[config.mk]
export PLATFORM = sky130hd
export DESIGN_NAME = clint_multi
export DESIGN_NICKNAME = d
export VERILOG_FILES = /design/src/rtl/clint_multi.sv
export SDC_FILE = /design/constraint.sdc
export NUM_CORES = 1
export LEC_CHECK = 0
export BUFFER_PORTS_ARGS = -buffer_cell sky130_fd_sc_hd__buf_2
export CAP_MARGIN = 20
export CORE_MARGIN = 3
export CORE_UTILIZATION = 40
export DETAILED_ROUTE_END_ITERATION = 16
export GPL_ROUTABILITY_DRIVEN = 0
export SLEW_MARGIN = 20
export SYNTH_ARGS = -nofsm -noshare
export SYNTH_HDL_FRONTEND = slang
export SYNTH_SLANG_ARGS = --single-unit
[constraint.sdc]
create_clock -name clk -period 6.1 [get_ports clk]
set_clock_uncertainty 0.2 [all_clocks]
set_input_delay 0.915 -clock clk [delete_from_list [all_inputs] [get_ports clk]]
set_output_delay 0.915 -clock clk [all_outputs]
set_load 0.02 [all_outputs]
[src/rtl/clint_multi.sv]
// Core-local interruptor for NHART harts: shared 64-bit mtime with a prescaler,
// per-hart mtimecmp/msip, and a single-outstanding valid/ready register port.
module clint_multi #(
  parameter int NHART = 2,
  parameter int XLEN = 64,
  parameter int TICK_DIV = 4096,
  parameter logic [XLEN-1:0] BASE = XLEN'('h2000000)
) (
  input  logic              clk,
  input  logic              rst,
  input  logic              req_valid,
  output logic              req_ready,
  input  logic              req_we,
  input  logic [XLEN-1:0]   req_addr,
  input  logic [XLEN-1:0]   req_wdata,
  input  logic [XLEN/8-1:0] req_wstrb,
  output logic              rsp_valid,
  input  logic              rsp_ready,
  output logic [XLEN-1:0]   rsp_rdata,
  output logic              rsp_err,
  output logic [NHART-1:0]  msip,
  output logic [NHART-1:0]  mtip,
  output logic [63:0]       mtime
);

  localparam int NB = XLEN / 8;
  localparam logic [XLEN-1:0] MTCMP_OFF = XLEN'('h4000);
  localparam logic [XLEN-1:0] MTIME_OFF = XLEN'('hBFF8);

  // Handshake: a request transfers when req_valid && req_ready; a response
  // transfers when rsp_valid && rsp_ready. Only one response is ever held.
  assign req_ready = !rsp_valid || rsp_ready;

  logic [63:0]      mtimecmp [NHART];
  logic [31:0]      presc;
  logic [XLEN-1:0]  off;
  logic             hi, aligned, sel_msip, sel_cmp, sel_time, hit, accept, wr;
  logic [2:0]       msip_idx, cmp_idx;
  logic [XLEN-1:0]  rd_n;
  logic [NHART-1:0] cmp_wr, msip_wr;

  // Byte-lane merge into a 64-bit register; on a 32-bit bus h picks the upper word.
  function automatic logic [63:0] merge(input logic [63:0] old, input logic h,
                                        input logic [XLEN-1:0] d, input logic [NB-1:0] s);
    logic [63:0] r;
    r = old;
    for (int b = 0; b < NB; b++)
      if (s[b]) r[(h ? 32 : 0) + 8*b +: 8] = d[8*b +: 8];
    return r;
  endfunction

  function automatic logic [XLEN-1:0] rd_sel(input logic [63:0] v, input logic h);
    return XLEN'(h ? {32'b0, v[63:32]} : v);
  endfunction

  always_comb begin
    off      = req_addr - BASE;
    hi       = (XLEN == 32) && off[2];
    aligned  = (off[1:0] == 2'b00) && ((XLEN == 32) || !off[2]);
    msip_idx = off[4:2];
    cmp_idx  = off[5:3];
    sel_msip = (off[XLEN-1:5] == '0) && (off[1:0] == 2'b00) && (32'(msip_idx) < NHART);
    sel_cmp  = (off[XLEN-1:6] == MTCMP_OFF[XLEN-1:6]) && aligned && (32'(cmp_idx) < NHART);
    sel_time = (off[XLEN-1:3] == MTIME_OFF[XLEN-1:3]) && aligned;
    hit      = sel_msip || sel_cmp || sel_time;
    accept   = req_valid && req_ready;
    wr       = accept && req_we && hit && (|req_wstrb);
    rd_n     = '0;
    cmp_wr   = '0;
    msip_wr  = '0;
    for (int h = 0; h < NHART; h++) begin
      if (sel_msip && msip_idx == 3'(h)) begin
        rd_n       = XLEN'(msip[h]);
        msip_wr[h] = wr && req_wstrb[0];
      end
      if (sel_cmp && cmp_idx == 3'(h)) begin
        rd_n      = rd_sel(mtimecmp[h], hi);
        cmp_wr[h] = wr;
      end
    end
    if (sel_time) rd_n = rd_sel(mtime, hi);
  end

  always_ff @(posedge clk) begin
    if (rst) begin
      mtime     <= '0;
      presc     <= '0;
      msip      <= '0;
      mtip      <= '0;
      rsp_valid <= 1'b0;
      rsp_err   <= 1'b0;
      rsp_rdata <= '0;
      for (int h = 0; h < NHART; h++) mtimecmp[h] <= '1;
    end else begin
      // A software write to mtime wins over the tick and restarts the prescaler.
      if (wr && sel_time) begin
        mtime <= merge(mtime, hi, req_wdata, req_wstrb);
        presc <= '0;
      end else if (presc == 32'(TICK_DIV - 1)) begin
        mtime <= mtime + 64'd1;
        presc <= '0;
      end else begin
        presc <= presc + 32'd1;
      end
      for (int h = 0; h < NHART; h++) begin
        if (cmp_wr[h]) mtimecmp[h] <= merge(mtimecmp[h], hi, req_wdata, req_wstrb);
        if (msip_wr[h]) msip[h] <= req_wdata[0];
        // Mask one cycle after a compare write so a stale match cannot glitch out.
        mtip[h] <= cmp_wr[h] ? 1'b0 : (mtime >= mtimecmp[h]);
      end
      if (accept) begin
        rsp_valid <= 1'b1;
        rsp_err   <= !hit;
        rsp_rdata <= req_we ? '0 : rd_n;
      end else if (rsp_ready) begin
        rsp_valid <= 1'b0;
      end
    end
  end

endmodule

==> qor.csv <==
stage;metric;value;unit
die;coreArea;42100;um^2
run_status;outcome;finished clean;
timing;fin_crit_sh;0.843;
logic_synthesis;netlist_area;17200;um^2
logic_synthesis;yosys.area.top_type_share;0.224;
clock_network;htree_levels;2;
final_layout;fillers;4022;
setup_path;crit_path_cell_trace;buf_2, inv_1, ha_1, and2b_1, a31o_2, a2111oi_0, o2111ai_1, nor3_4, and4_1, nand2_1, o31a_1, nor2_1;
global_route;use_met1;0.319;
setup_path;slowest_stage;a2111oi_0;
final_layout;final_common_cell;buf_2;
final_layout;area_growth_syn_to_layout;17.8;%
clock_network;post_cts_resized;0;
die;die_area;45400;um^2
drt;wl;55700;um
logic_synthesis;seq_area_frac_synth;0.418;
logic_synthesis;yosysWarnings;0;
die;rows;75;
global_route;groute.usage.overall;0.242;
logic_synthesis;postSynth.asyncResetShare;0;
final_layout;layout-drive-gt1-share;0.185;
timing;drv_slew;0;
drt;drtIter0Drc;1151;
logic_synthesis;synth-seq-cells;294;
drt;vias_per_cell;5.79;
logic_synthesis;yosysTopAreaCell;edfxtp_1;
logic_synthesis;ys.flop_type;dfxtp_1;
die;dieHeight;213;um
placement;portBuffers;275;
flow_run;maxCapViolCount;0;
timing;tightest_slew;1.05;ns
setup_path;cp_max_fo;10;
setup_path;crit_required;6.06;ns
final_layout;stdcell_area;20200;um^2
global_route;antenna_found_initial;5;
drt;drtAntennaViolNets;0;
placement;hpwl;42200;um
setup_path;crit_type;input port to flip-flop;
logic_synthesis;synth_fp_nets;2093;
global_route;grt-busiest-layer;met2;
setup_path;cp_data_arrival_time;5.10;ns
timing;fin_crit;5.14;ns
min_path;hp-class;flip-flop to flip-flop;
final_layout;fin_cells;2646;
drt;vias;15318;
timing;setup_viol;0;
global_route;grt_max_degree;51;
clock_network;clockBufferDepth;3;
global_route;overflow;0;
drt;drc;0;
die;start_util;0.407;
placement;dpl.cell_count;2581;
global_route;grt_pass1_vias;15116;
clock_network;postCtsSetupRepairBufs;0;
die;io_pins;276;
global_route;use_met2;0.401;
setup_path;setup.worst_path.start_class;input port;
clock_network;worstSkewPairLatency;0.55;ns
drt;wl_per_cell;21.1;um
clock_network;cts_tree;built;
clock_network;numCtsBuffers;36;
clock_network;clockRootBuffer;clkbuf_16;
logic_synthesis;synth-edff-count;128;
final_layout;layout_common_cells;buf_2, dfxtp_1, inv_1;
logic_synthesis;ys_types;81;
die;die_w;213;um
power_and_ir_drop;p_leak;8.75;nW
clock_network;clk_pin_slew;0.05;ns
setup_path;cpPeakStageDelay;0.77;ns
logic_synthesis;synth.avg_cell_area;9.43;um^2
timing;fin_setup_tns;0;ns
power_and_ir_drop;ir_drop;0.144;mV
global_route;grtUsageMet3;0.0442;
timing;max_freq;0.195;GHz
setup_path;crit_path_end_kind;flip-flop;
global_route;grt_pass1_wl;86000;um
timing;hold_viol;0;
clock_network;clock_sinks;294;
drt;drtPass1Iterations;5;
timing;maxSlewHeadroom;0.291;
placement;place_area;19100;um^2
logic_synthesis;synth_cells;1820;
logic_synthesis;netlist_top_cells_area;edfxtp_1, dfxtp_1, ha_1;
timing;grt_setup_unrepaired;false;
clock_network;holdBufCountCts;0;
power_and_ir_drop;power_per_cell_area;226;nW/um^2
final_layout;final_nets;2353;
-- worst max-delay path, delay by kind of cell --
| kind | cells | cell delay [ns] |
|---|---|---|
| compound gates | 4 | 1.90 |
| simple gates | 5 | 1.72 |
| fa+ha+maj | 1 | 0.30 |
| buf+inv | 2 | 0.24 |
-- final cells by class --
class	count	area (um^2)	area share
tap	539	674	0.0334
antenna	1	2.50	0.000124
clock buffer	50	1000	0.0497
multi-input combinational	1298	9060	0.448
sequential	294	7170	0.355
timing repair buffer	301	1590	0.0789
inverter	149	559	0.0277
clock inverter	14	148	0.00731
-- synthesized netlist by cell type, drive strengths merged, types with 23 or more instances --
| master | instances |
|---|---|
| o21ai | 106 |
| a21o | 39 |
| a211oi | 23 |
| buf | 32 |
| nand3 | 90 |
| a31oi | 26 |
| nand2 | 75 |
| ha | 132 |
| nor4 | 36 |
| nor3 | 45 |
| nor2 | 115 |
| nand4 | 59 |
| a22oi | 68 |
| dfxtp | 166 |
| a21oi | 79 |
| edfxtp | 128 |
| mux2i | 68 |
| clkbuf | 47 |
| inv | 149 |
| nand2b | 72 |
| and3 | 41 |
-- worst paths after layout --
check                        startpoint                            end  slack, ns  cells after the start
setup / recovery           req_addr[25]  mtimecmp[0][51]$_SDFFCE_PN1P_       0.96                     12
hold / removal      presc[0]$_SDFF_PP0_            presc[0]$_SDFF_PP0_       0.25                      1
setup reg to reg  mtime[2]$_SDFFE_PP0P_         mtime[63]$_SDFFE_PP0P_       1.92                      9
hold reg to reg     presc[0]$_SDFF_PP0_            presc[0]$_SDFF_PP0_       0.25                      1
-- sequential cells by signal, summed over array words and instances, names as in the netlist --
signal,count
msip,2
mtime,64
rsp_err,1
rsp_valid,1
presc,32
mtip,2
rsp_rdata,64
mtimecmp,128
-- report_power, final --
| group | total (W) | switching [W] | internal (W) |
|---|---|---|---|
| logic | 0.000321 | 0.000202 | 0.000119 |
| clock network | 0.00212 | 0.000839 | 0.00128 |
| registers | 0.00213 | 0.0000292 | 0.00210 |
-- metal layers --
metal	wire length, um	share of wire
met5	34	0.00061
met4	1650	0.030
met3	3790	0.068
met2	26100	0.47
met1	24100	0.43
-- kinds of logic after synthesis --
logic type	count (synthesis)	synth area share
xor gates and xnor gates	33	0.0168
DFF	294	0.418
buffers and inverters	228	0.0551
muxes	70	0.0410
adders and majority gates	132	0.0963
AOI/OAI and AO/OA	433	0.165
and+or+nand+nor	630	0.208
-- per-stage QoR --
step	util	hold WS [ns]	worst slack, ns	power (W)
after floorplan	-	0.226	1.49	0.00234
after global placement	0.451	0.239	0.688	0.00248
after detailed placement	0.452	0.247	0.575	0.00250
after CTS	0.479	0.260	1.13	0.00461
after global routing	0.479	0.303	0.849	0.00473
final	0.480	0.252	0.959	0.00457
Note: power is estimated with default switching activity, not from simulation.
